## config.mk

```make
export PLATFORM = sky130hd
export DESIGN_NAME = hazard_ctrl
export DESIGN_NICKNAME = d
export VERILOG_FILES = /design/src/rtl/hazard_ctrl.sv
export SDC_FILE = /design/constraint.sdc
export NUM_CORES = 1
export LEC_CHECK = 0
export CORE_MARGIN = 8
export CORE_UTILIZATION = 30
export CTS_CLUSTER_SIZE = 25
export DETAILED_ROUTE_END_ITERATION = 7
export PLACE_DENSITY = 0.64
export SYNTH_ARGS = -nofsm -noshare
export SYNTH_HDL_FRONTEND = slang
export SYNTH_SLANG_ARGS = --single-unit
```

## constraint.sdc

```tcl
create_clock -name clk -period 2.3 [get_ports clk]
set_input_delay 0.46 -clock clk [delete_from_list [all_inputs] [get_ports clk]]
set_output_delay 0.46 -clock clk [all_outputs]
set_load 0.01 [all_outputs]
```

## src/rtl/hazard_ctrl.sv

```systemverilog
// Pipeline hazard controller: load-use stalls, redirect flushes, data-memory
// freezes and halt/resume, plus saturating stall/flush statistics counters.
module hazard_ctrl #(
    parameter int CNT_W = 16
) (
    input  logic             clk,
    input  logic             rst_n,
    input  logic [4:0]       id_rs,
    input  logic [4:0]       id_rt,
    input  logic             id_rs_used,
    input  logic             id_rt_used,
    input  logic             ex_load,
    input  logic             ex_w_en,
    input  logic [4:0]       ex_req_w,
    input  logic             ex_redirect,
    input  logic             dm_wait,
    input  logic             wb_halt,
    input  logic             go,
    output logic             pc_en,
    output logic             if_id_en,
    output logic             id_ex_en,
    output logic             ex_dm_en,
    output logic             dm_wb_en,
    output logic             if_id_clr,
    output logic             id_ex_clr,
    output logic             ex_dm_clr,
    output logic             dm_wb_clr,
    output logic             halted,
    output logic [CNT_W-1:0] stall_cnt,
    output logic [CNT_W-1:0] flush_cnt
);

    typedef enum logic {
        RUN  = 1'b0,
        HALT = 1'b1
    } state_t;

    state_t           state_q, state_d;
    logic [CNT_W-1:0] stall_cnt_q, stall_cnt_d;
    logic [CNT_W-1:0] flush_cnt_q, flush_cnt_d;
    logic             stall_inc, flush_inc;
    logic             load_use;

    // Register 0 is hardwired to zero, so a load targeting it never hazards.
    assign load_use = ex_load && ex_w_en && (ex_req_w != 5'd0) &&
                      ((id_rs_used && (id_rs == ex_req_w)) ||
                       (id_rt_used && (id_rt == ex_req_w)));

    // Gated by rst_n so the pipeline sees the plain advance pattern in reset.
    always_comb begin
        state_d   = state_q;
        pc_en     = 1'b1;
        if_id_en  = 1'b1;
        id_ex_en  = 1'b1;
        ex_dm_en  = 1'b1;
        dm_wb_en  = 1'b1;
        if_id_clr = 1'b1;
        id_ex_clr = 1'b1;
        ex_dm_clr = 1'b1;
        dm_wb_clr = 1'b1;
        stall_inc = 1'b0;
        flush_inc = 1'b0;
        if (rst_n) begin
            case (state_q)
                RUN: begin
                    if (wb_halt) begin
                        pc_en    = 1'b0;
                        if_id_en = 1'b0;
                        id_ex_en = 1'b0;
                        ex_dm_en = 1'b0;
                        dm_wb_en = 1'b0;
                        state_d  = HALT;
                    end else if (dm_wait) begin
                        pc_en     = 1'b0;
                        if_id_en  = 1'b0;
                        id_ex_en  = 1'b0;
                        ex_dm_en  = 1'b0;
                        dm_wb_clr = 1'b0;
                        stall_inc = 1'b1;
                    end else if (ex_redirect) begin
                        if_id_clr = 1'b0;
                        id_ex_clr = 1'b0;
                        flush_inc = 1'b1;
                    end else if (load_use) begin
                        pc_en     = 1'b0;
                        if_id_en  = 1'b0;
                        id_ex_clr = 1'b0;
                        stall_inc = 1'b1;
                    end
                end
                HALT: begin
                    if (go) begin
                        dm_wb_clr = 1'b0;
                        state_d   = RUN;
                    end else begin
                        pc_en    = 1'b0;
                        if_id_en = 1'b0;
                        id_ex_en = 1'b0;
                        ex_dm_en = 1'b0;
                        dm_wb_en = 1'b0;
                    end
                end
                default: state_d = RUN;
            endcase
        end
    end

    always_comb begin
        stall_cnt_d = stall_cnt_q;
        flush_cnt_d = flush_cnt_q;
        if (stall_inc && (stall_cnt_q != {CNT_W{1'b1}})) begin
            stall_cnt_d = stall_cnt_q + CNT_W'(1);
        end
        if (flush_inc && (flush_cnt_q != {CNT_W{1'b1}})) begin
            flush_cnt_d = flush_cnt_q + CNT_W'(1);
        end
    end

    always_ff @(posedge clk or negedge rst_n) begin
        if (!rst_n) begin
            state_q     <= RUN;
            stall_cnt_q <= '0;
            flush_cnt_q <= '0;
        end else begin
            state_q     <= state_d;
            stall_cnt_q <= stall_cnt_d;
            flush_cnt_q <= flush_cnt_d;
        end
    end

    assign halted    = (state_q == HALT);
    assign stall_cnt = stall_cnt_q;
    assign flush_cnt = flush_cnt_q;

endmodule

```

* Word level (Yosys, flattened, before mapping) *
Index checks and enable logic that the tools add are counted.

storage, ports and cells
  flip-flop bits (word level) = 33
  input bits = 25
  output and inout bits = 42
  word-level logic and storage cells = 60

cells by class
  add/subtract/negate cells = 2
  equal/unequal tests = 4
  muxes and demuxes = 41
  bitwise operators = 1
  reductions and logical operators = 9

operators with widths
  operator                                        count
  two-way mux 1 bit                               36
  adder 16 x 1 -> 16 bit (second input constant)  2
  != test 16 bit (second input constant)          2
  equality test 5 bit                             2
  one-hot mux 1 bit (2 select lines)              5
  logical AND 1 bit                               7
  nonzero test 5 bit                              1
  logical OR 1 bit                                1
  NOT 1 bit                                       1

* Depth between registers and ports, before layout *
Gate-level depths: netlist (run 1).

  word-level depth = 11
  mapped depth = 8
  gate-level depth less buffers = 7

* Worst setup path after synthesis (run 1) *
No wires, ideal clock.

  path kind = input to output
  from = input ex_req_w[0]
  to = output pc_en
  data arrival time = 1.751 ns
  data required time = 1.840 ns
  path slack = 0.089 ns
  cell stages on the path = 6
  path buffers = 1
  path through = or3_1 o311a_1 nand2_1 nor2_1 o21ai_0 buf_4

on the way
  longest elaborated chain between the ends = 10
  elaborated cells on any way between the ends = 14
  classes of those cells = eq/ne: 2; mux: 6; reduce/logical: 6

RTL lines
  element                                        RTL line  RTL
  start: declaration                             14        input logic [4:0] ex_req_w,
  equality test 5 bit, on equally long branches  46, 47
  logical AND 1 bit, on equally long branches    46, 47
  logical OR 1 bit                               46        ((id_rs_used && (id_rs == ex_req_w)) ||
  logical AND 1 bit *                            45        assign load_use = ex_load && ex_w_en && (ex_req_w != 5'd0) &&
  two-way mux 1 bit * (4 in a row)               --
  one-hot mux 1 bit (2 select lines) *           --
  two-way mux 1 bit *                            --
  end: declaration                               19        output logic pc_en,

Every way passes the cells marked *; elsewhere a longest branch is shown, timed or not.

* Worst setup path after layout (run 1) *
  from = input ex_req_w[1]
  to = output pc_en

on the way
  longest elaborated chain between the ends = 10
  elaborated cells on any way between the ends = 14
  classes of those cells = eq/ne: 2; mux: 6; reduce/logical: 6

RTL lines
  element                                        RTL line  RTL
  equality test 5 bit, on equally long branches  46, 47
  logical AND 1 bit, on equally long branches    46, 47
  logical OR 1 bit                               46
  logical AND 1 bit *                            45
  two-way mux 1 bit *                            84        end else if (load_use) begin
  two-way mux 1 bit *                            80        end else if (ex_redirect) begin
  two-way mux 1 bit *                            73        end else if (dm_wait) begin
  two-way mux 1 bit *                            66        if (wb_halt) begin
  one-hot mux 1 bit (2 select lines) *           64        case (state_q)
  two-way mux 1 bit *                            63        if (rst_n) begin

Marks and branches as above.

==> results of run 1 <==
flip-flops by register name, indices dropped and copies added, names as in the netlist:
| name | cells |
|---|---|
| stall_cnt | 16 |
| flush_cnt | 16 |
| halted | 1 |
logic make-up (layout without fill, tap and decap cells):
kind of cell,Yosys count,count (layout)
AOI/OAI and AO/OA,9,9
xor gates and xnor gates,40,40
adders and majority gates,2,2
buffers and inverters,8,98
DFF,33,33
muxes,2,2
other,1,1
and+or+nand+nor,81,81
critical path: stages:
cell,delay (ns)
clkdlybuf4s15_1,0.18
or3_1,0.37
o311a_1,0.32
nand2_1,0.09
nor2_1,0.04
o21ai_1,0.13
buf_2,0.15
per-layer routing:
| layer | vias to the layer above | wire (um) | track usage (%) |
|---|---|---|---|
| met5 | - | 0 | 0 |
| met4 | 0 | 70 | 3.96 |
| met3 | 6 | 289 | 3.21 |
| met2 | 51 | 2080 | 16.5 |
| met1 | 766 | 2260 | 14.5 |
| li1 | 788 | - | - |
synth_stat cells, types with 2 or more instances:
cell / count
nor3b_1: 2
nand3_1: 13
o21ai_0: 3
ha_1: 2
nor3_1: 7
xnor2_1: 19
inv_1: 4
xor2_1: 21
and3_1: 3
or3_1: 2
nand2_1: 20
nand4_1: 9
dfrtp_1: 33
buf_4: 3
nor2_1: 11
nor4_1: 5
stage by stage:
step           util [%]  area, um^2  setup slack [ns]  setup TNS, ns  cells
3_5_place_dp       45.5        2680            -0.649          -4.20    332
6_report           46.9        2760            0.0881              0    341
5_1_grt            46.9        2760            0.0116              0    341
2_1_floorplan         -        1810            0.0890              0    176
4_1_cts            46.6        2750           0.00738              0    340
3_3_place_gp       45.5        2680            -0.610          -3.79    332
cell usage in the layout, fill, tap and decap left out, drive strengths merged, types with 6 or more instances in the layout:
cell            n
buf            24
clkbuf          7
clkdlybuf4s50  51
dfrtp          33
dlygate4sd2     7
nand2          20
nand3          13
nand4          10
nor2           11
nor3            8
nor4            6
xnor2          19
xor2           21
report_power, final:
| part | internal, mW | leakage [nW] | total, mW | switching (mW) |
|---|---|---|---|---|
| Clock | 0.210 | 0.0450 | 0.418 | 0.208 |
| Sequential | 0.652 | 0.442 | 0.740 | 0.0876 |
| Combinational | 0.287 | 0.776 | 0.503 | 0.216 |
area by class of cell:
class,instances,area [um^2],area share (%)
timing repair buffer,86,795,28.8
clock inverter,2,10.0,0.363
tap,75,93.8,3.40
inverter,4,15.0,0.544
sequential,33,826,29.9
multi-input combinational,135,948,34.4
clock buffer,6,72.6,2.63
worst max path at each step:
stage                      startpoint  depth (start not counted)        to  slack, ns
after floorplan           ex_req_w[0]                          6     pc_en       0.09
after global placement    ex_req_w[2]                          7     pc_en      -0.61
after detailed placement  ex_req_w[2]                          7     pc_en      -0.65
after CTS                    id_rt[2]                          8     pc_en      0.007
after global routing         id_rt[4]                          8  if_id_en       0.01
final                     ex_req_w[1]                          7     pc_en       0.09
repair_timing:
item                                   4_1_cts  5_1_grt
pin swaps                                    5        9
setup buffers                                0        1
endpoints found under the hold margin        0        0
resized for setup                           27        4
setup endpoints to repair                    8        6
==> impl_metrics.csv, run 1 <==
group,metric,value,unit
cts,ctsLongestPathBuffers,2,
sta,finalClockSkew,0.00703,ns
worst_setup_path,start_kind,"input pin",
power_and_ir_drop,max-vdd-ir-drop,0.452,mV
routing,drcViolationCount,0,
cts,holdBufCountCts,0,
yosys,yosys.area_share.adder,1.39,%
worst_setup_path,path_class,"input pin to primary output",
routing,routedWlPerCell,13.8,um
sta,timing.hold.ws,0.464,ns
cts,ctsRootBufferMaster,"clkbuf_8",
routing,postRouteAntennaNets,0,
global_route,track_usage,11.0,%
run_status,status,"finished clean",
worst_setup_path,r2r_cells,8,
cts,cts_htree_levels,2,
routing,routed_wl,4700,um
yosys,synth-compound-area-share,4.29,%
global_route,grt_max_degree,33,
yosys,syn_inst,176,
worst_setup_path,ff2ff_setup_slack,0.23,ns
floorplan,die_area,0.00876,mm^2
routing,first_iter_violations,77,
floorplan,die_x,93.6,um
yosys,synthXorXnorAreaFrac,19.4,%
yosys,synth_warnings,0,
cells_and_area,antenna_cells,0,
yosys,synth_top_area_cell,"dfrtp_1",
placed_design,dpl.hpwl,3650,um
sta,post-route-period-util,96.2,%
worst_setup_path,cp.arrival,1.75,ns
yosys,synth_fp_nets,203,
yosys,ys.flop_type,"dfrtp_1",
sta,period_needed,2.21,ns
yosys,synthArstFlopShare,100,%
cells_and_area,nets,292,
floorplan,rows,28,
worst_setup_path,required,1.84,ns
cts,cts_tree,"yes",
yosys,synth_top_area_share,45.7,%
yosys,synthMuxAreaShare,1.25,%
yosys,ys_types,35,
placed_design,gp_congestion,0.798,
yosys,avgSynthCellArea,10.3,um^2
sta,slew_violations,0,
global_route,first_global_vias,1575,
yosys,synth-seq-cells,33,
yosys,synth_top_family_by_area,"simple AND/OR/NAND/NOR gates",
cts,cts_sinks,33,
yosys,ys_seq_area_share,45.7,%
cells_and_area,drive_gt1_share,16.2,%
global_route,grt_pass1_wl,7820,um
worst_setup_path,r2r_start,"flush_cnt[0]",
worst_setup_path,critPathCaptureType,"primary output",
floorplan,initial_core_util,30.7,%
routing,drt-pass1-iter-count,4,
worst_setup_path,worst_r2r_endpoint,"flush_cnt[4]",
routing,via_count,1611,
yosys,synth_simple_gate_area_share,25.1,%
cts,clk_latency,0.28,ns
yosys,synth_area_leaders,"dfrtp_1 46%, xor2_1 10%, xnor2_1 9.2%",
yosys,synth_edf_count,0,
power_and_ir_drop,cellPowerDensity,602,mW/mm^2
sta,rsz0062_at_grt,"false",
worst_setup_path,crit_fanout,2,
sta,clock.fmax,452,MHz
power_and_ir_drop,p_leak,1.26,nW
min_path,worst_hold_path_type,"input pin to async pin",
yosys,netlist_area,0.00181,mm^2
global_route,grt_overflow,0,
floorplan,dieHeight,93.6,um
floorplan,pin_count,67,
placed_design,io_buffer_count,65,
routing,vias_per_cell,4.72,
sta,finalHoldViolCount,0,
run,maxCapViolations,0,
cells_and_area,area.growth.synth_to_final,52.8,%
sta,setup_viol,0,
floorplan,core-area,0.00589,mm^2
cells_and_area,fill_cells,585,
cts,clkTransAtPathRegs,0.07,ns
cts,cts_buffers,5,
power_and_ir_drop,power,1.66,mW
global_route,antenna_found_initial,0,
No activity file was read; power rests on OpenSTA's default activity.
==> inputs of run 2 (changes only) <==
CORE_UTILIZATION = 44   (was 30)
PLACE_DENSITY = 0.86   (was 0.64)
==> run 2 against run 1 <==
Global-route usage rose by 4.1 points. Combinational power barely moved. Clock-buffer cell count fell by 1. Total power rose by 0.63%. Sequential power rose by 0.8%. Sequential cell count did not move. Critical path type unchanged. Clock skew fell by 0.0026 ns. Die area fell by 27%. Highest routed layer unchanged. Maximum frequency rose by 0.25%.
==> impl_metrics.csv, run 2 (synthesis results as in run 1) <==
group,metric,value,unit
sta,finalClockSkew,0.00446,ns
cts,cts_sinks,33,
sta,clock.fmax,453,MHz
cells_and_area,layout_commonest_cell,"clkdlybuf4s50_1",
global_route,antenna_found_initial,0,
global_route,grt_overflow,0,
sta,period_needed,2.21,ns
floorplan,die_area,0.00641,mm^2
cells_and_area,post-route-util,69.4,%
global_route,grt_max_degree,33,
placed_design,dpl.hpwl,3650,um
min_path,worst_hold_path_type,"input pin to async pin",
cells_and_area,antenna_cells,0,
power_and_ir_drop,cellPowerDensity,606,mW/mm^2
global_route,grt_pass1_wl,7660,um
worst_setup_path,start_kind,"input pin",
floorplan,pin_count,67,
routing,drcViolationCount,0,
floorplan,rows,23,
routing,routed_wl,4700,um
floorplan,die_x,80.1,um
cells_and_area,drive_gt1_share,16.5,%
routing,drt-pass1-iter-count,4,
routing,routedWlPerCell,14.9,um
floorplan,core-area,0.00397,mm^2
cts,clk_latency,0.28,ns
worst_setup_path,critPathCaptureType,"primary output",
worst_setup_path,cp.arrival,1.75,ns
cells_and_area,final_cell_mix,"48 x clkdlybuf4s50_1, 33 x dfrtp_1, 21 x xor2_1",
cells_and_area,area.growth.synth_to_final,52.5,%
floorplan,dieHeight,80.1,um
worst_setup_path,crit_fanout,2,
global_route,first_global_vias,1655,
power_and_ir_drop,max-vdd-ir-drop,0.624,mV
worst_setup_path,required,1.84,ns
routing,postRouteAntennaNets,0,
cts,ctsLongestPathBuffers,2,
routing,first_iter_violations,36,
sta,finalHoldViolCount,0,
cts,ctsRootBufferMaster,"clkbuf_8",
cells_and_area,nets,292,
sta,setup_viol,0,
sta,post-route-period-util,95.9,%
cts,cts_buffers,5,
routing,via_count,1612,
routing,vias_per_cell,5.10,
run_status,status,"finished clean",
run,maxCapViolations,0,
sta,slew_violations,0,
cts,holdBufCountCts,0,
power_and_ir_drop,p_leak,1.30,nW
worst_setup_path,path_class,"input pin to primary output",
placed_design,io_buffer_count,65,
cts,cts_htree_levels,2,
floorplan,initial_core_util,45.5,%
power_and_ir_drop,power,1.67,mW
cts,cts_tree,"yes",
placed_design,gp_congestion,0.858,
global_route,track_usage,15.1,%
cts,clkTransAtPathRegs,0.07,ns
==> run 2: routing by layer <==
| layer | global-route usage [%] | part of all wire [%] |
|---|---|---|
| met5 | 0 | 0 |
| met4 | 6.18 | 1.4 |
| met3 | 5.47 | 8.2 |
| met2 | 24.1 | 48 |
| met1 | 17.8 | 42 |
==> run 2: critical path, stage by stage <==
cell,delay [ns]
clkdlybuf4s15_1,0.18
or3_1,0.37
o311a_1,0.31
nand2_1,0.09
nor2_1,0.04
o21ai_1,0.13
buf_2,0.15
==> run 2: repair_timing <==
| item | in CTS | in global routing |
|---|---|---|
| gates resized for setup | 27 | 8 |
| pin swaps | 6 | 9 |
| setup endpoints to repair | 8 | 5 |
| buffers inserted | 0 | 1 |
==> run 2: layout make-up <==
cell class                 instances  area [um^2]
timing repair buffer              86          811
clock buffer                       5         68.8
sequential                        33          826
fill                             308         1220
tap                               50         62.6
multi-input combinational        135          955
clock inverter                     3         17.5
inverter                           4         15.0
==> run 2: path summary, 6_finish.rpt <==
check / from / end / slack (ns) / depth (start not counted)
worst max-delay path: ex_req_w[0] / if_id_en / 0.09 / 7
worst min-delay path: rst_n / halted / 0.47 / 2
worst max register to register: flush_cnt[0] / flush_cnt[4] / 0.23 / 8
worst min register to register: flush_cnt[11] / flush_cnt[11] / 0.50 / 1
max in group asynchronous: rst_n / stall_cnt[9] / 1.25 / 3
min in group clk: flush_cnt[11] / flush_cnt[11] / 0.50 / 1
==> run 2: report_power, final <==
group / leakage [nW] / internal, mW / switching [mW]
sequential: 0.442 / 0.652 / 0.0945
combinational: 0.813 / 0.286 / 0.214
clock: 0.0439 / 0.209 / 0.215
total: 1.30 / 1.15 / 0.524
==> run 2: metrics by stage <==
step	cell area (um^2)	worst slack, ns	hold slack [ns]	cells	TNS (ns)
after global routing	2760	-0.0172	0.464	316	-0.0352
after CTS	2720	0.0161	0.472	315	0
final	2760	0.0936	0.473	316	0
after floorplan	1810	0.0890	0.164	176	0
after global placement	2650	-0.616	0.483	307	-3.91
after detailed placement	2650	-0.645	0.495	307	-4.72
